**src/rtl/morra_cinese_pkg.sv**
```systemverilog
// Shared types and constants for the Morra Cinese referee.
package morra_cinese_pkg;

    typedef enum logic [1:0] {
        MV_NONE     = 2'b00,
        MV_ROCK     = 2'b01,
        MV_PAPER    = 2'b10,
        MV_SCISSORS = 2'b11
    } move_t;

    typedef enum logic [1:0] {
        RES_NONE = 2'b00,
        RES_P1   = 2'b01,
        RES_P2   = 2'b10,
        RES_DRAW = 2'b11
    } result_t;

    // 00 means "invalid" on the round output and "ongoing" on the game output
    localparam result_t RES_INVALID = RES_NONE;
    localparam result_t RES_ONGOING = RES_NONE;

    typedef enum logic {
        ST_IDLE = 1'b0,
        ST_PLAY = 1'b1
    } state_t;

    typedef struct packed {
        logic  valid;
        logic  is_p2;
        move_t mv;
    } last_win_t;

    localparam int MIN_ROUNDS  = 4;
    localparam int BASE_ROUNDS = 4;

endpackage

```
**src/rtl/morra_cinese_judge.sv**
```systemverilog
// Combinational rock-paper-scissors judge; ignores the repeat-move rule.
module morra_judge
    import morra_cinese_pkg::*;
(
    input  move_t   mv1,
    input  move_t   mv2,
    output result_t res
);

    logic p1_beats_p2;

    always_comb begin
        p1_beats_p2 = ((mv1 == MV_ROCK)     && (mv2 == MV_SCISSORS)) ||
                      ((mv1 == MV_SCISSORS) && (mv2 == MV_PAPER))    ||
                      ((mv1 == MV_PAPER)    && (mv2 == MV_ROCK));
        if ((mv1 == MV_NONE) || (mv2 == MV_NONE)) begin
            res = RES_INVALID;
        end else if (mv1 == mv2) begin
            res = RES_DRAW;
        end else if (p1_beats_p2) begin
            res = RES_P1;
        end else begin
            res = RES_P2;
        end
    end

endmodule

```
**src/rtl/morra_cinese.sv**
```systemverilog
// Morra Cinese referee: judges each round, keeps score and declares the game result.
module morra_cinese
    import morra_cinese_pkg::*;
(
    input  logic       clk,
    input  logic       rst_n,
    input  logic [1:0] p1,
    input  logic [1:0] p2,
    input  logic       start,
    output logic [1:0] round,
    output logic [1:0] game
);

    state_t           state_q, state_d;
    logic [4:0]       max_rounds_q, max_rounds_d;
    logic [4:0]       played_q, played_d;
    logic signed [5:0] diff_q, diff_d;
    last_win_t        last_win_q, last_win_d;
    result_t          round_q, round_d;
    result_t          game_q, game_d;

    move_t   p1_mv, p2_mv;
    result_t judged;
    logic    repeat_move;

    assign p1_mv = move_t'(p1);
    assign p2_mv = move_t'(p2);

    morra_judge u_judge (
        .mv1 (p1_mv),
        .mv2 (p2_mv),
        .res (judged)
    );

    // Only the previous winner is constrained, and only against its own winning move
    assign repeat_move = last_win_q.valid &&
                         (last_win_q.is_p2 ? (p2_mv == last_win_q.mv)
                                           : (p1_mv == last_win_q.mv));

    always_comb begin
        state_d      = state_q;
        max_rounds_d = max_rounds_q;
        played_d     = played_q;
        diff_d       = diff_q;
        last_win_d   = last_win_q;
        round_d      = RES_INVALID;
        game_d       = RES_ONGOING;

        if (start) begin
            max_rounds_d = 5'(BASE_ROUNDS) + {1'b0, p1, p2};
            played_d     = '0;
            diff_d       = '0;
            last_win_d   = '0;
            state_d      = ST_PLAY;
        end else if ((state_q == ST_PLAY) && (judged != RES_INVALID) && !repeat_move) begin
            played_d = played_q + 5'd1;
            round_d  = judged;
            case (judged)
                RES_P1: begin
                    diff_d     = diff_q + 6'sd1;
                    last_win_d = '{valid: 1'b1, is_p2: 1'b0, mv: p1_mv};
                end
                RES_P2: begin
                    diff_d     = diff_q - 6'sd1;
                    last_win_d = '{valid: 1'b1, is_p2: 1'b1, mv: p2_mv};
                end
                default: begin
                    last_win_d = '0;
                end
            endcase

            // End check uses the freshly updated score so the result lands with the round
            if (((played_d >= 5'(MIN_ROUNDS)) && ((diff_d >= 6'sd2) || (diff_d <= -6'sd2))) ||
                (played_d == max_rounds_q)) begin
                if (diff_d > 6'sd0) begin
                    game_d = RES_P1;
                end else if (diff_d < 6'sd0) begin
                    game_d = RES_P2;
                end else begin
                    game_d = RES_DRAW;
                end
                state_d = ST_IDLE;
            end
        end
    end

    always_ff @(posedge clk or negedge rst_n) begin
        if (!rst_n) begin
            state_q      <= ST_IDLE;
            max_rounds_q <= '0;
            played_q     <= '0;
            diff_q       <= '0;
            last_win_q   <= '0;
            round_q      <= RES_INVALID;
            game_q       <= RES_ONGOING;
        end else begin
            state_q      <= state_d;
            max_rounds_q <= max_rounds_d;
            played_q     <= played_d;
            diff_q       <= diff_d;
            last_win_q   <= last_win_d;
            round_q      <= round_d;
            game_q       <= game_d;
        end
    end

    assign round = round_q;
    assign game  = game_q;

endmodule

```
**config.mk**
```make
export PLATFORM = sky130hd
export DESIGN_NAME = morra_cinese
export DESIGN_NICKNAME = d
export VERILOG_FILES = /design/src/rtl/morra_cinese_pkg.sv /design/src/rtl/morra_cinese_judge.sv /design/src/rtl/morra_cinese.sv
export SDC_FILE = /design/constraint.sdc
export NUM_CORES = 1
export LEC_CHECK = 0
export CAP_MARGIN = 25
export CORE_MARGIN = 2
export CORE_UTILIZATION = 50
export CTS_BUF_LIST = sky130_fd_sc_hd__clkbuf_16
export DETAILED_ROUTE_END_ITERATION = 7
export PLACE_DENSITY = 0.81
export SLEW_MARGIN = 0
export SYNTH_ARGS = -nofsm -noshare
export SYNTH_HDL_FRONTEND = slang
export SYNTH_SLANG_ARGS = --single-unit
export TNS_END_PERCENT = 30
```
**constraint.sdc**
```tcl
create_clock -name clk -period 2.3 [get_ports clk]
set_clock_uncertainty 0.1 [all_clocks]
set_input_delay 0.69 -clock clk [delete_from_list [all_inputs] [get_ports clk]]
set_output_delay 0.69 -clock clk [all_outputs]
set_load 0.01 [all_outputs]
```
==> metrics.txt <==
status complete, but fails checks; largest area contributor in the synthesized netlist dfrtp_1; DP HPWL around 3.4 mm; Worst Max-Slew Pin Slew 0.496 ns; # IOs 11; Worst Hold Class register to register; total gr overflow 0; synth cell count leaders dfrtp_1, nor2_1, ha_1; final worst path period need 3.67 ns; clk buf depth 2; wire per inst 22.7 µm; Tcrit/Tclk final 160%; slowest CP cell fa_2; failing checks setup timing; most numerous cell in the Yosys netlist dfrtp_1; synth top area cells dfrtp_1, ha_1, mux2i_1; Worst IR Drop VDD 0.535 mV; CP Capture Type register; XOR/XNOR Fraction of Synth Area 7.27%; height of the chip 64.1 µm; RSZ-0062 raised after global routing yes; layout cells sized above 1 47.8%; crit path max fanout 6; number of synthesized flops with an enable pin 0; initial core utilization a little over half; setup TNS -16.45 ns; max incr delay on CP 0.42 ns; ys flop type dfrtp_1; fmax 0.272 GHz; mux cell area share after synthesis 7.48%; Synth Area per Inst ~10 µm²; Post-Synth Adder-Cell Area between 10% and 20%; placed insts approximately 280; TritonCTS Buffers 3; Skew-Pair Late Insertion Delay 0.26 ns; Post-Layout Cell Count between 200 and 300; Critical Path, Cell by Cell buf_12, inv_8, buf_4, buf_4, ha_4, a211oi_4, inv_2, ha_4, fa_2, and3_4, or3_4, buf_6, nand4_1, a221o_1, nand3_2, a221o_1; main combinational cell family by area after synthesis simple AND/OR/NAND/NOR gates; Worst-path clk slew 0.07 ns; area grow syn2layout 57.3%; Synth cell types 47; top cell type's share of synthesized area 34.6%; Worst slew margin 66.9%; Placer Congestion 0.924; CP Class primary input to register; first-pass GRT wire length 8.86 mm; Clock Sinks 25; total global-route track usage 28.5%; yosys warns 0; Cells after Synth 186; FF+latch count, synth 25; setup ws final -1.37 ns; DRC 0; router iterations before antenna repair 4; Max Transition Viols Final 0; First DRT Iteration DRCs 85; Post-synth ARST share 100%; post-synthesis simple-gate area fraction 18.1%; Nets 276; DIE AREA 4110 µm²; Critical Path AT 3.72 ns; # setup viols final 20; CTS tree yes; initial antenna violation count 0; core footprint 3420 µm²; chip width 64.1 µm; vias in the first global route 1839; PortBufs 10; # rows 21; pwr dens 753 nW/µm²; largest net degree at the start of global routing 26; register area share after synthesis 34.6%; drt total wl about 6.8 mm; Mapped Area between 1500 and 2000 µm²; post-route ant nets 0; Crit path required time 2.35 ns; depth of the CTS H-tree 1; vias after detailed routing approximately 1900; compound-cell area share of the yosys netlist between 10% and 20%; root buffer cell clkbuf_16; crit start category primary input; Overall Power 2.14 mW; via/cell ratio 6.38; Ant. Diodes 0; Final Hold Viols 0; Leak ~1.2 nW; syn_nets 208; Max Cap Viol 0
[metal layers]
layer,global-route usage (%),share of wire [%],routed length (µm)
met5,0,0,0
met4,12.2,8.3,564
met1,31.4,36,2410
met2,52.6,51,3440
met3,5.63,5.6,377
[power breakdown]
part           switching [mW]  internal, mW  total, mW
Combinational           0.595         0.588       1.18
Clock                   0.160         0.236      0.397
Sequential             0.0629         0.495      0.558
Total                   0.818          1.32       2.14
[timing repair]
action | CTS | global route
gates resized for setup | 45 | 31
hold buffers | 0 | 0
setup endpoints to repair | 20 | 20
pin swaps | 17 | 17
setup buffers | 9 | 11
hold endpoints to repair | 0 | 0
[through the flow]
stage | hold slack (ns) | cell area (µm²) | util (%) | setup WS (ns)
3_5_place_dp | 0.414 | 2360 | 69.0 | -2.09
2_1_floorplan | 0.294 | 1920 | - | -1.16
4_1_cts | 0.428 | 2630 | 76.9 | -1.27
5_1_grt | 0.445 | 2840 | 83.2 | -1.42
6_report | 0.437 | 2840 | 83.2 | -1.37
3_3_place_gp | 0.400 | 2360 | 69.0 | -1.96
[layout make-up]
class,count,area [µm²]
multi-input combinational,143,1400
clock inverter,1,7.51
fill,172,574
sequential,25,626
tap,46,57.6
clock buffer,3,75.1
inverter,9,46.3
timing repair buffer,72,629
[registers in the layout (all words and copies together) (netlist names)]
register	flops
state_q	1
game	2
diff_q	6
last_win_q	4
round	2
played_q	5
max_rounds_q	5
[path summary, 6_finish.rpt]
kind	startpoint	end	slack (ns)	cells after the start
max in group asynchronous	rst_n	round[0]	1.15	2
setup / recovery	p1[0]	state_q	-1.37	16
setup reg to reg	diff_q[1]	state_q	-0.25	8
hold / removal	max_rounds_q[0]	max_rounds_q[0]	0.44	1
min in group asynchronous	rst_n	game[1]	0.69	2
hold reg to reg	max_rounds_q[0]	max_rounds_q[0]	0.44	1
[layout by cell type, fill, tap and decap left out, types with 5 or more instances in the layout]
cell and instances:
a21oi_1 6, buf_4 50, buf_6 9, clkdlybuf4s50_1 6, dfrtp_1 25, ha_4 9, mux2i_1 7, nor2_1 16
o211ai_1 5, xnor2_1 6, xor2_1 8
[cells by family (layout without fill, tap and decap cells)]
| kind of cell | count (synthesis) | after routing |
|---|---|---|
| adder cells (fa/ha/maj) | 15 | 15 |
| AO/OA/AOI/OAI | 43 | 43 |
| flip-flops | 25 | 25 |
| multiplexers | 13 | 13 |
| buffers and inverters | 18 | 85 |
| AND/OR/NAND/NOR | 57 | 57 |
| XOR/XNOR | 15 | 15 |
[critical path: cells and delay by family]
kind	cells	cell delay [ns]
AOI/OAI and AO/OA	3	0.80
adders and majority gates	3	0.80
buffers and inverters	6	0.63
and+or+nand+nor	4	0.79
Power figures use the tool's default switching activity.
